$ cat src/rtl/morse_pkg.sv
// Shared types and constants for the Morse transmit path.
// Latency: n/a (types and pure functions only).
// Backpressure: n/a.
//
// Contents: FSM state enum, LUT entry struct (element count + MSB-first
// dash/dot pattern), element/space constants and an ASCII case-fold helper.
package morse_pkg;

   localparam int unsigned MORSE_MAX_ELEMS = 6;
   localparam logic [7:0]  ASCII_SPACE     = 8'h20;

   typedef enum logic [2:0] {
      IDLE   = 3'd0,
      MARK   = 3'd1,
      ESPACE = 3'd2,
      LGAP   = 3'd3,
      WGAP   = 3'd4
   } morse_state_t;

   // pat is left-aligned: element 0 sits in pat[MORSE_MAX_ELEMS-1]; 1 = dash.
   typedef struct packed {
      logic [2:0]                 len;
      logic [MORSE_MAX_ELEMS-1:0] pat;
   } morse_entry_t;

   // Fold 'a'..'z' onto 'A'..'Z'; every other byte passes through.
   function automatic logic [7:0] fold_upper(input logic [7:0] c);
      logic [7:0] r;
      r = c;
      if (c >= 8'h61 && c <= 8'h7A) begin
         r = c - 8'h20;
      end
      return r;
   endfunction

endpackage

$ cat src/rtl/morse_char_lut.sv
// ASCII to Morse element table (letters folded to upper case, digits, . , ? / = -).
// Latency: combinational, zero cycles.
// Backpressure: none; pure lookup.
//
// Ports: ascii   - input byte
//        entry   - element count and left-aligned pattern (1 = dash)
//        is_space- byte is 0x20 (word gap, no elements)
//        valid   - byte is supported (including space)
module morse_char_lut
   import morse_pkg::*;
(
   input  logic [7:0]   ascii,
   output morse_entry_t entry,
   output logic         is_space,
   output logic         valid
);

   logic [7:0] c;

   always_comb begin
      c        = fold_upper(ascii);
      entry    = '0;
      is_space = 1'b0;
      valid    = 1'b1;
      case (c)
         ASCII_SPACE: is_space = 1'b1;
         8'h41: entry = {3'd2, 6'b010000}; // A .-
         8'h42: entry = {3'd4, 6'b100000}; // B -...
         8'h43: entry = {3'd4, 6'b101000}; // C -.-.
         8'h44: entry = {3'd3, 6'b100000}; // D -..
         8'h45: entry = {3'd1, 6'b000000}; // E .
         8'h46: entry = {3'd4, 6'b001000}; // F ..-.
         8'h47: entry = {3'd3, 6'b110000}; // G --.
         8'h48: entry = {3'd4, 6'b000000}; // H ....
         8'h49: entry = {3'd2, 6'b000000}; // I ..
         8'h4A: entry = {3'd4, 6'b011100}; // J .---
         8'h4B: entry = {3'd3, 6'b101000}; // K -.-
         8'h4C: entry = {3'd4, 6'b010000}; // L .-..
         8'h4D: entry = {3'd2, 6'b110000}; // M --
         8'h4E: entry = {3'd2, 6'b100000}; // N -.
         8'h4F: entry = {3'd3, 6'b111000}; // O ---
         8'h50: entry = {3'd4, 6'b011000}; // P .--.
         8'h51: entry = {3'd4, 6'b110100}; // Q --.-
         8'h52: entry = {3'd3, 6'b010000}; // R .-.
         8'h53: entry = {3'd3, 6'b000000}; // S ...
         8'h54: entry = {3'd1, 6'b100000}; // T -
         8'h55: entry = {3'd3, 6'b001000}; // U ..-
         8'h56: entry = {3'd4, 6'b000100}; // V ...-
         8'h57: entry = {3'd3, 6'b011000}; // W .--
         8'h58: entry = {3'd4, 6'b100100}; // X -..-
         8'h59: entry = {3'd4, 6'b101100}; // Y -.--
         8'h5A: entry = {3'd4, 6'b110000}; // Z --..
         8'h30: entry = {3'd5, 6'b111110}; // 0 -----
         8'h31: entry = {3'd5, 6'b011110}; // 1 .----
         8'h32: entry = {3'd5, 6'b001110}; // 2 ..---
         8'h33: entry = {3'd5, 6'b000110}; // 3 ...--
         8'h34: entry = {3'd5, 6'b000010}; // 4 ....-
         8'h35: entry = {3'd5, 6'b000000}; // 5 .....
         8'h36: entry = {3'd5, 6'b100000}; // 6 -....
         8'h37: entry = {3'd5, 6'b110000}; // 7 --...
         8'h38: entry = {3'd5, 6'b111000}; // 8 ---..
         8'h39: entry = {3'd5, 6'b111100}; // 9 ----.
         8'h2E: entry = {3'd6, 6'b010101}; // . .-.-.-
         8'h2C: entry = {3'd6, 6'b110011}; // , --..--
         8'h3F: entry = {3'd6, 6'b001100}; // ? ..--..
         8'h2F: entry = {3'd5, 6'b100100}; // / -..-.
         8'h3D: entry = {3'd5, 6'b100010}; // = -...-
         8'h2D: entry = {3'd6, 6'b100001}; // - -....-
         default: valid = 1'b0;
      endcase
   end

endmodule

$ cat src/rtl/morse_tx_engine.sv
// On-off keyed Morse transmitter fed by an ASCII valid/ready byte stream.
// Latency: first tone on morse_out the cycle after accept; in_ready returns the cycle after the last gap cycle.
// Backpressure: in_ready is high only in IDLE; bytes are taken one at a time and held off until the character's gap ends.
//
// Ports: clk_morse, arst_n (async, active-low)
//        in_valid/in_data/in_ready - byte handshake; in_data sampled only at accept
//        morse_out - keyed output, 1 = tone
//        busy      - character or gap in progress
//        err_pulse - one-cycle flag that an unsupported byte was dropped
//        gap_extra - extra gap units added to letter/word gaps (only with MORSE_FARNSWORTH_EN)
// Build option: define MORSE_FARNSWORTH_EN to add the gap_extra port.
module morse_tx_engine
   import morse_pkg::*;
#(
   parameter int unsigned UNIT_TICKS       = 4,
   parameter int unsigned DASH_UNITS       = 3,
   parameter int unsigned LETTER_GAP_UNITS = 3,
   parameter int unsigned WORD_GAP_UNITS   = 7
) (
   input  logic       clk_morse,
   input  logic       arst_n,
`ifdef MORSE_FARNSWORTH_EN
   input  logic [3:0] gap_extra,
`endif
   input  logic       in_valid,
   input  logic [7:0] in_data,
   output logic       in_ready,
   output logic       morse_out,
   output logic       busy,
   output logic       err_pulse
);

   localparam int unsigned TICK_W = $clog2(UNIT_TICKS + 1);
`ifdef MORSE_FARNSWORTH_EN
   // Parameter gap plus up to 15 extra units needs a fifth bit.
   localparam int unsigned UNIT_CW = 5;
`else
   localparam int unsigned UNIT_CW = 4;
`endif
   localparam logic [TICK_W-1:0] TICK_LAST = TICK_W'(UNIT_TICKS - 1);

   morse_state_t          state_q, state_d;
   logic [TICK_W-1:0]     tick_q, tick_d;
   logic [UNIT_CW-1:0]    unit_q, unit_d;
   logic [MORSE_MAX_ELEMS-1:0] pat_q, pat_d;
   logic [2:0]            elem_q, elem_d;
   logic                  err_d;

   morse_entry_t          lut_entry;
   logic                  lut_space;
   logic                  lut_valid;

   logic                  accept;
   logic                  unit_done;
   logic                  last_unit;
   logic [UNIT_CW-1:0]    unit_target;
   logic [UNIT_CW-1:0]    gap_add;

   morse_char_lut u_lut (
      .ascii    (in_data),
      .entry    (lut_entry),
      .is_space (lut_space),
      .valid    (lut_valid)
   );

   assign accept = in_valid & in_ready;

`ifdef MORSE_FARNSWORTH_EN
   logic [3:0] extra_q;

   always_ff @(posedge clk_morse or negedge arst_n) begin
      if (!arst_n) begin
         extra_q <= '0;
      end else if (accept) begin
         extra_q <= gap_extra;
      end
   end

   assign gap_add = UNIT_CW'(extra_q);
`else
   assign gap_add = '0;
`endif

   // Length in units of the state currently being timed.
   always_comb begin
      unit_target = UNIT_CW'(1);
      case (state_q)
         MARK:    unit_target = pat_q[MORSE_MAX_ELEMS-1] ? UNIT_CW'(DASH_UNITS) : UNIT_CW'(1);
         ESPACE:  unit_target = UNIT_CW'(1);
         LGAP:    unit_target = UNIT_CW'(LETTER_GAP_UNITS) + gap_add;
         // The letter gap before a space has already elapsed, so only the remainder is added.
         WGAP:    unit_target = UNIT_CW'(WORD_GAP_UNITS - LETTER_GAP_UNITS) + gap_add;
         default: unit_target = UNIT_CW'(1);
      endcase
   end

   assign unit_done = (tick_q == TICK_LAST);
   assign last_unit = unit_done && (unit_q == unit_target - 1'b1);

   always_comb begin
      state_d = state_q;
      tick_d  = tick_q;
      unit_d  = unit_q;
      pat_d   = pat_q;
      elem_d  = elem_q;
      err_d   = 1'b0;

      if (state_q == IDLE) begin
         tick_d = '0;
         unit_d = '0;
         if (accept) begin
            if (!lut_valid) begin
               err_d = 1'b1;
            end else if (lut_space) begin
               state_d = WGAP;
            end else begin
               state_d = MARK;
               pat_d   = lut_entry.pat;
               elem_d  = lut_entry.len;
            end
         end
      end else begin
         if (!unit_done) begin
            tick_d = tick_q + 1'b1;
         end else begin
            tick_d = '0;
            if (!last_unit) begin
               unit_d = unit_q + 1'b1;
            end else begin
               unit_d = '0;
               case (state_q)
                  MARK: begin
                     if (elem_q > 3'd1) begin
                        state_d = ESPACE;
                        pat_d   = pat_q << 1;
                        elem_d  = elem_q - 3'd1;
                     end else begin
                        state_d = LGAP;
                     end
                  end
                  ESPACE:  state_d = MARK;
                  default: state_d = IDLE;
               endcase
            end
         end
      end
   end

   // Outputs are registered from next state so they line up with the state they describe.
   always_ff @(posedge clk_morse or negedge arst_n) begin
      if (!arst_n) begin
         state_q   <= IDLE;
         tick_q    <= '0;
         unit_q    <= '0;
         pat_q     <= '0;
         elem_q    <= '0;
         in_ready  <= 1'b1;
         morse_out <= 1'b0;
         busy      <= 1'b0;
         err_pulse <= 1'b0;
      end else begin
         state_q   <= state_d;
         tick_q    <= tick_d;
         unit_q    <= unit_d;
         pat_q     <= pat_d;
         elem_q    <= elem_d;
         in_ready  <= (state_d == IDLE);
         morse_out <= (state_d == MARK);
         busy      <= (state_d != IDLE);
         err_pulse <= err_d;
      end
   end

endmodule

$ cat config.mk
export PLATFORM = sky130hd
export DESIGN_NAME = morse_tx_engine
export DESIGN_NICKNAME = d
export VERILOG_FILES = /design/src/rtl/morse_pkg.sv /design/src/rtl/morse_char_lut.sv /design/src/rtl/morse_tx_engine.sv
export SDC_FILE = /design/constraint.sdc
export NUM_CORES = 1
export LEC_CHECK = 0
export ABC_AREA = 1
export BUFFER_PORTS_ARGS = -buffer_cell sky130_fd_sc_hd__buf_4
export CAP_MARGIN = 0
export CORE_MARGIN = 4
export CORE_UTILIZATION = 25
export CTS_BUF_LIST = sky130_fd_sc_hd__clkbuf_2 sky130_fd_sc_hd__clkbuf_4 sky130_fd_sc_hd__clkbuf_8
export DETAILED_ROUTE_END_ITERATION = 10
export PLACE_DENSITY = 0.4
export SKIP_LAST_GASP = 1
export SYNTH_ARGS = -nofsm -noshare
export SYNTH_HDL_FRONTEND = slang
export SYNTH_SLANG_ARGS = --single-unit
$ cat constraint.sdc
create_clock -name clk_morse -period 2.9 [get_ports clk_morse]
set_input_delay 0.29 -clock clk_morse [delete_from_list [all_inputs] [get_ports clk_morse]]
set_output_delay 0.29 -clock clk_morse [all_outputs]
set_load 0.03 [all_outputs]
; Word-level counts from Yosys, hierarchy flattened
; Cells that the tools add are included.
[totals]
output_inout_bits = 4
input_bits = 11
register_bits = 23
wordCells = 120
[op_classes]
order_cmp = 3
reduce_logical = 11
muxes = 38
eq_ne = 53
n_addsub = 5
n_bitwise = 1
[ops]
columns = op, count
row1 = one-hot mux 9 bit (42 select lines), 1
row2 = equality test 8 x 7 -> 1 bit (second input constant), 26
row3 = equality test 8 x 6 -> 1 bit (second input constant), 17
row4 = two-way mux 3 bit, 16
row5 = two-way mux 6 bit, 8
row6 = OR reduction 43 bit, 1
row7 = two-way mux 4 bit, 3
row8 = equality test 3 x 2 -> 1 bit (second input constant), 3
row9 = one-hot mux 3 bit (3 select lines), 1
row10 = greater-or-equal comparator 8 x 7 -> 1 bit (second input constant), 1
row11 = <= comparator 8 x 7 -> 1 bit (second input constant), 1
row12 = two-way mux 8 bit, 1
row13 = nonzero test 2 bit, 4
row14 = subtractor 8 x 6 -> 8 bit (second input constant), 1
row15 = AND reduction 7 bit, 1
row16 = equality test 3 x 1 -> 1 bit (second input constant), 2
row17 = zero test 3 bit, 2
row18 = two-way mux 1 bit, 6
row19 = inequality test 2 bit (second input constant), 3
row20 = one-hot mux 3 bit (2 select lines), 1
row21 = adder 4 x 1 -> 4 bit (second input constant), 1
row22 = equality test 4 bit, 1
row23 = subtractor 4 x 1 -> 4 bit (second input constant), 1
row24 = adder 3 x 1 -> 3 bit (second input constant), 1
row25 = 7 further kinds, 8

; Logic depth before layout (Yosys ltp)
; Gate-level depths: netlist (run 1).
[logic_depth]
word_depth = 10
ltp_mapped = 19
mapped_depth_nobuf = 18

; Cells and area by module
; A second synthesis (run 1) with hierarchy kept.
[hier_totals]
hier_cells = 371
area_unflattened_um2 = 2397.3
[modules_own_cells]
columns = module, n_inst, cells_per_inst, seq_area_each_um2, area_per_inst_um2
row1 = morse_tx_engine, 1, 169, 576.8, 1326.3
row2 = morse_char_lut, 1, 202, 0.0, 1071.0

; Worst setup path before layout (run 1)
; Ideal clock, no wire load.
[synth_timing]
path_kind = register to register
start = reg state_q[1]
end = reg elem_q[1]
path_stages_with_launch = 16
arrival_time_ns = 2.535
required_ns = 2.826
path_buffers = 0
period_less_slack_ns = 2.609
setup_ns = 0.074
slack_ns = 0.291
path_cell_list = dfrtp_1 -> nor2_1 -> inv_1 -> nor2_1 -> inv_1 -> ha_1 -> xor2_1 -> nor4_1 -> nand2_1 -> inv_1 -> nand3_1 -> a21oi_1 -> nand2_4 -> nand2_4 -> nand2_1 -> o21ai_2
[synth_via]
elab_chain_cells = 7
elab_cells_between_ends = 17
cone_classes = 1 x add/sub / 7 x eq/ne / 2 x mux / 7 x reduce/logical
[synth_rtl]
columns = item, line
row1 = "start, declared", morse_tx_engine.sv:42  ; morse_state_t state_q, state_d;
row2 = "start signal, assigned", morse_tx_engine.sv:162  ; state_q <= state_d;
row3 = equality test 3 bit (tied with other cells), morse_tx_engine.sv:87  ; case (state_q)
row4 = one-hot mux 3 bit (3 select lines), morse_tx_engine.sv:87
row5 = subtractor 4 x 1 -> 4 bit, morse_tx_engine.sv:98  ; assign last_unit = unit_done && (unit_q == unit_target - 1'b1);
row6 = equality test 4 bit, morse_tx_engine.sv:98
row7 = logical AND 1 bit, morse_tx_engine.sv:98
row8 = nonzero test 2 bit (no source line), n/a
row9 = AND reduction 7 bit (no source line), n/a
row10 = "end signal, assigned", morse_tx_engine.sv:166  ; elem_q <= elem_d;
row11 = "end, declared", morse_tx_engine.sv:46  ; logic [2:0] elem_q, elem_d;
; Parallel ways exist; a longest one is shown, timed or not.
; A chain may end at the register's enable or synchronous reset.

; Worst setup path after layout (run 1)
; Ends and elaborated chain as after synthesis.

==> run metrics, run 1 <==
Ys Warns=0; drt first-iter violations=178; post-synthesis sequential area ratio=0.271; fin nets=373; wire length per cell=12.6 um; Synth top area share=0.259; Num CTS Buffers=3; post-place setup slack=0.256 ns; Post-Layout Cell Count=460; largest net degree at the start of global routing=24; H-tree depth=1; crit path max fanout=10; final worst path period share=0.895; switching part of the total=0.428; sequential power share=0.371; setup TNS=0 ns; first-pass GRT wire length=10200 um; Internal=770 uW; vias in the first global route=2158; Setup WS post-layout=0.305 ns; PortBufs=14; metal2 WL=2660 um; Worst Setup Path Type=reg2reg; power share of the clock group=0.157; antenna-violating nets left=0; Reg clk slew, reported paths=0.08 ns; CORE AREA=8260 um2; total wire length=5800 um; M1 WL=2840 um; DR DRC count=0; worst hold path class=in2reg; synthesized flop and latch total=23; drt first pass iters=4; cell taking the most area after synthesis=dfrtp_1; clock tree from TritonCTS=done; CTS Buffer Depth=2; CTS root buf=clkbuf_8; share of post-route cells with drive strength above 1=0.138; Gate power share=0.471; Avg Cell Area, Syn=6.33 um2; DR top layer=met4; Placed Cells=455; status=completed; later-pin clock latency in the skew report=0.27 ns; P_sw=575 uW; Hold Fails Final Rpt=0; setup repair bufs after CTS=0; die width=100 um; Tot GR Track Use=0.121; total congestion overflow=0; P_leak=1.30 nW; HPWL Detailed=4600 um; Peak supply drop=0.184 mV; final setup vio count=0; RSZ-0062 raised after global routing=no; Synth Net Count=353; Distinct cells, synth=32; Rel. slew slack=0.572; Arr. time, crit path=2.80 ns; Core Rows=33; Synth Instances=336; ANT cells=0; Initial Utilization=0.258; Routed met3 length=271 um; routed vias/inst=4.77; die area=10000 um2; vias after detailed routing=2192; clk_skew=0.00293 ns; Setup crit start kind=flip-flop; fmax=385 MHz; chip height=100 um; Tmin final=2.60 ns; area of the mapped netlist=2130 um2; Critical Path Sink Type=flip-flop; required time of the worst setup path=3.10 ns; power density cells=556 nW/um2; Slew Limit Fails=0; worst-margin pin slew=0.634 ns; number of top-level pins=15; Power, Total=1.35 mW; max-cap viol count=0; Sink Count=23; synth top area cells=dfrtp_1 (26%), nand2_1 (15%), nand3_1 (11%); routability cong.=0.867; Area Growth Syn to Fin=13.8%; initial antenna violation count=0
cell usage after synthesis:
library cell,n
nand2_1,86
nor2_1,52
nand3_1,46
inv_1,39
dfrtp_1,22
o21ai_0,15
nand4_1,8
o211ai_1,7
ha_1,6
nor3_1,6
nand2_2,5
inv_2,4
nand3_2,4
nor2_4,4
a21oi_1,3
nor2_2,3
xor2_1,3
buf_6,2
nand2_4,2
nand3b_1,2
o22ai_1,2
o31ai_1,2
o41ai_1,2
or2_2,2
xnor2_1,2
a32o_1,1
buf_2,1
buf_4,1
dfstp_2,1
nor4_1,1
o21ai_2,1
o311ai_0,1
through the flow:
step	instance area, um2	util	hold WS, ns
after global routing	2420	0.293	0.353
after floorplan	2130	-	-0.00559
final	2420	0.293	0.351
after global placement	2360	0.286	0.207
after detailed placement	2360	0.286	0.206
after CTS	2420	0.293	0.346
cell families after synthesis:
| group | count (synthesis) | share of synthesized area |
|---|---|---|
| and+or+nand+nor | 221 | 0.479 |
| adders and majority gates | 6 | 0.0353 |
| buffers and inverters | 47 | 0.0923 |
| AOI/OAI and AO/OA | 34 | 0.101 |
| xor gates and xnor gates | 5 | 0.0206 |
| DFF | 23 | 0.271 |
path summary, 6_finish.rpt:
check,startpoint,end,slack [ns],depth (start not counted)
max,state_q[1]$_DFF_PN0_,elem_q[1]$_DFFE_PN0P_,0.30,15
min,in_valid,err_pulse$_DFF_PN0_,0.35,3
max reg2reg,state_q[1]$_DFF_PN0_,elem_q[1]$_DFFE_PN0P_,0.30,15
min reg2reg,tick_q[0]$_DFF_PN0_,tick_q[0]$_DFF_PN0_,0.45,1
max in group asynchronous,arst_n,in_ready$_DFF_PN1_,2.16,2
min in group asynchronous,arst_n,unit_q[1]$_DFFE_PN0N_,0.45,2
layout make-up:
| type | instances | area [um2] |
|---|---|---|
| fillers | 947 | 5840 |
| multi-input cells | 266 | 1360 |
| flip-flops and latches | 23 | 577 |
| inverters | 43 | 161 |
| repair buffers | 19 | 145 |
| well taps | 105 | 131 |
| clock buffers | 4 | 48.8 |
flip-flops by register name (all words and copies together), names as in the netlist:
| signal | count |
|---|---|
| busy | 1 |
| elem_q | 3 |
| err_pulse | 1 |
| in_ready | 1 |
| morse_out | 1 |
| pat_q | 6 |
| state_q | 3 |
| tick_q | 3 |
| unit_q | 4 |
layer usage:
layer	GRT usage	vias up
met5	0	-
met4	0.0166	0
met1	0.174	1008
li1	-	1137
met3	0.0195	2
met2	0.197	45
power groups by stage:
stage          logic [mW]  clock network, mW  registers (mW)
6_report            0.634              0.212           0.500
5_1_grt             0.729              0.239           0.514
4_1_cts             0.642              0.220           0.500
3_5_place_dp        0.638                  0           0.504
3_3_place_gp        0.658                  0           0.506
2_1_floorplan       0.417                  0           0.540
worst max-delay path: stages (launching register included):
cell and delay [ns]:
dfrtp_1 0.42, nor2_1 0.12, inv_1 0.08, nor2_2 0.15, inv_1 0.06, ha_1 0.30, xor2_1 0.16, nor4_1 0.18
nand2_1 0.16, inv_1 0.13, nand3_1 0.10, a21oi_1 0.24, nand2_4 0.14, nand2_4 0.15, nand2_1 0.08, o21ai_2 0.05
layout by cell type (no fill, tap or decap), types with 2 or more instances in the layout:
master / count
nor2_1: 51
o41ai_1: 2
nand3_1: 46
xor2_1: 3
o21ai_0: 15
inv_1: 39
o211ai_1: 7
ha_1: 6
a21oi_1: 3
nand2_1: 86
or2_2: 2
clkbuf_8: 3
o22ai_1: 2
o31ai_1: 2
nand4_1: 8
xnor2_1: 2
nand2_2: 5
buf_4: 18
nand2_4: 2
inv_2: 4
nor3_1: 6
dfrtp_1: 22
nand3_2: 4
nor2_4: 4
nor2_2: 4
nand3b_1: 2
repair_timing:
| action | CTS | global route |
|---|---|---|
| resized for setup | 0 | 1 |
| endpoints found under the setup margin | 0 | 1 |
| hold endpoints to repair | 22 | 0 |
| hold buffers | 1 | 0 |
(Power assumes the default switching activity.)
==> run 2: changes to the inputs <==
SYNTH_HIERARCHICAL = 1   (was not set)
==> run metrics, run 2 <==
post-synthesis sequential area ratio=0.241 (was 0.271); Distinct cells, synth=37 (was 32); chip height=106 um (was 100 um); synth cell count leaders=nand2_1 (94), nor2_1 (53), nand3_1 (50) (was nand2_1 (86), nor2_1 (52), nand3_1 (46)); Synth Instances=371 (was 336); DR DRC count=0 (unchanged); die width=106 um (was 100 um); worst hold path class=in2reg (unchanged); Worst setup endpoint=elem_q[1]$_DFFE_PN0P_ (unchanged); vias in the first global route=2371 (was 2158); status=completed (unchanged); CTS root buf=clkbuf_8 (unchanged); RSZ-0062 raised after global routing=no (unchanged); fin util=0.297 (was 0.293); P_leak=1.49 nW (was 1.30 nW); Ys Warns=6 (was 0); vias after detailed routing=2384 (was 2192); clk_skew=0.00484 ns (was 0.00293 ns); largest net degree at the start of global routing=24 (unchanged); most common cell after layout, fill and taps aside=nand2_1 (unchanged); power density cells=564 nW/um2 (was 556 nW/um2); HPWL Detailed=5550 um (was 4600 um); Num CTS Buffers=3 (unchanged); H-tree depth=1 (unchanged); FF-to-FF Start=state_q[2]$_DFF_PN0_ (was state_q[1]$_DFF_PN0_); EDFF count, synth=0 (unchanged); die area=11200 um2 (was 10000 um2); antenna-violating nets left=0 (unchanged); Worst Setup Path Type=in2reg (was reg2reg); wire length per cell=12.9 um (was 12.6 um); Tmin final=2.35 ns (was 2.60 ns); M1 WL=3260 um (was 2840 um); total wire length=6770 um (was 5800 um); clock tree from TritonCTS=done (unchanged); CTS Buffer Depth=2 (unchanged); Synth Net Count=388 (was 353); Peak supply drop=0.307 mV (was 0.184 mV); final worst path period share=0.810 (was 0.895); worst-margin pin slew=0.386 ns (was 0.634 ns); origin of the worst setup path=in_data[2] (was state_q[1]$_DFF_PN0_); Rel. slew slack=0.742 (was 0.572); Initial Utilization=0.258 (about the same); most used flip-flop cell after synthesis=dfrtp_1 (unchanged); area of the mapped netlist=2400 um2 (was 2130 um2); PortBufs=14 (unchanged); drt first pass iters=4 (unchanged); R2R depth=12 (was 15); Core Rows=35 (was 33); max-cap viol count=0 (unchanged); synthesized flop and latch total=23 (unchanged); Setup crit start kind=input port (was flip-flop); max FFs per register=6 (unchanged); Critical Path Sink Type=flip-flop (unchanged); routability cong.=0.863 (was 0.867); setup repair bufs after CTS=0 (unchanged); Reg2Reg Capture Point=elem_q[1]$_DFFE_PN0P_ (unchanged); Reg clk slew, reported paths=0.08 ns (about the same); Setup WS post-layout=0.550 ns (was 0.305 ns); first-pass GRT wire length=11600 um (was 10200 um); Synth top area share=0.230 (was 0.259); Sink Count=23 (unchanged); drt first-iter violations=81 (was 178); Routed met3 length=232 um (was 271 um); most frequent cells in the layout=nand2_1 (94), nor2_1 (53), nand3_1 (50), inv_1 (40), buf_4 (24) (was nand2_1 (86), nor2_1 (51), nand3_1 (46), inv_1 (39), dfrtp_1 (22)); number of top-level pins=15 (unchanged); fin nets=412 (was 373); later-pin clock latency in the skew report=0.26 ns (was 0.27 ns); ys async rst share=1.00 (unchanged); setup TNS=0 ns (unchanged); routed vias/inst=4.56 (was 4.77); Fill cells=1061 (was 947); crit path max fanout=10 (unchanged); Tot GR Track Use=0.125 (was 0.121); Avg Cell Area, Syn=6.46 um2 (was 6.33 um2); Hold Fails Final Rpt=0 (unchanged); Top Registers=pat_q (6), unit_q (4) (unchanged); Largest Register=pat_q (unchanged); metal2 WL=3190 um (was 2660 um); Arr. time, crit path=2.51 ns (was 2.80 ns); count leader, synth=nand2_1 (unchanged); CORE AREA=9280 um2 (was 8260 um2); Area Growth Syn to Fin=15.0% (was 13.8%); post-place setup slack=0.242 ns (was 0.256 ns); DR top layer=met4 (unchanged); fmax=425 MHz (was 385 MHz); Reg2Reg Setup Slack=0.69 ns (was 0.30 ns); cell taking the most area after synthesis=dfrtp_1 (unchanged); required time of the worst setup path=3.06 ns (was 3.10 ns); total congestion overflow=0 (unchanged); share of post-route cells with drive strength above 1=0.201 (was 0.138); Slew Limit Fails=0 (unchanged); synth top area cells=dfrtp_1 (23%), nand2_1 (15%), nand3_1 (10%) (was dfrtp_1 (26%), nand2_1 (15%), nand3_1 (11%)); initial antenna violation count=0 (unchanged); final setup vio count=0 (unchanged); ANT cells=0 (unchanged)
run 2: cell count changes after synthesis, moves of 3 or more:
cell,before,now
nor3_1,6,3
o21ai_0,15,9
nand3_1,46,50
nand2_1,86,94
inv_2,4,8
o21ai_1,0,6
nand2_2,5,10
nand2_4,2,10
a21oi_2,0,3
o211ai_1,7,10
run 2: repair_timing:
item | in CTS | in global routing
resized for setup | 0 | 0
endpoints found under the hold margin | 22 | 0
setup endpoints to repair | 0 | 0
hold buffers | 1 | 0
run 2: metrics by stage:
step	power [mW]	instance area [um2]	instances	hold slack, ns
after global placement	1.38	2700	518	0.216
final	1.55	2760	523	0.331
after CTS	1.58	2760	523	0.331
after global routing	1.70	2760	523	0.341
after floorplan	1.13	2400	371	-0.00559
after detailed placement	1.37	2700	518	0.213
run 2: cell type report:
class | instances | area, um2 | share of cell area
flip-flops and latches | 23 | 577 | 0.209
multi-input cells | 292 | 1580 | 0.571
clock inverters | 1 | 5.00 | 0.00182
clock buffers | 3 | 41.3 | 0.0150
well taps | 129 | 161 | 0.0586
inverters | 49 | 186 | 0.0676
repair buffers | 26 | 210 | 0.0763
run 2: cells by family after synthesis:
family | count (synthesis) | share of synthesized area
flip-flops | 23 | 0.241
AO/OA/AOI/OAI | 40 | 0.110
adder cells (fa/ha/maj) | 6 | 0.0313
buffers and inverters | 56 | 0.102
AND/OR/NAND/NOR | 242 | 0.501
XOR/XNOR | 4 | 0.0146
run 2: how the worst min path moves through the flow:
stage / start / end / slack (ns) / cells after the start
detailed placement: arst_n / pat_q[3]$_DFFE_PN0P_ / 0.21 / 1
finish: in_valid / err_pulse$_DFF_PN0_ / 0.33 / 3
global route: in_valid / err_pulse$_DFF_PN0_ / 0.34 / 3
floorplan: arst_n / busy$_DFF_PN0_ / -0.006 / 0
CTS: in_valid / err_pulse$_DFF_PN0_ / 0.33 / 3
global placement: arst_n / elem_q[2]$_DFFE_PN0P_ / 0.22 / 1
run 2: critical path: stages:
cell      delay (ns)
buf_4           0.13
inv_2           0.11
nand2_4         0.09
nor2_8          0.18
nand2_2         0.09
nand3_4         0.09
nand2_4         0.07
nand2_2         0.09
inv_2           0.05
nor2_1          0.20
o211ai_2        0.17
nand2_1         0.08
nor2_1          0.06
nand3_1         0.10
inv_1           0.04
nor2_1          0.21
nand3_4         0.12
nand2_4         0.10
nand2_4         0.10
nand2_1         0.09
o21ai_2         0.05
run 2: where the power goes:
part / switching (mW) / internal [mW]
Clock: 0.104 / 0.0959
Sequential: 0.0707 / 0.423
Combinational: 0.570 / 0.290
run 2: per-layer routing:
metal	vias up	track usage
met4	0	0.0324
met5	-	0
met1	1083	0.169
met3	6	0.0152
li1	1242	-
met2	53	0.213
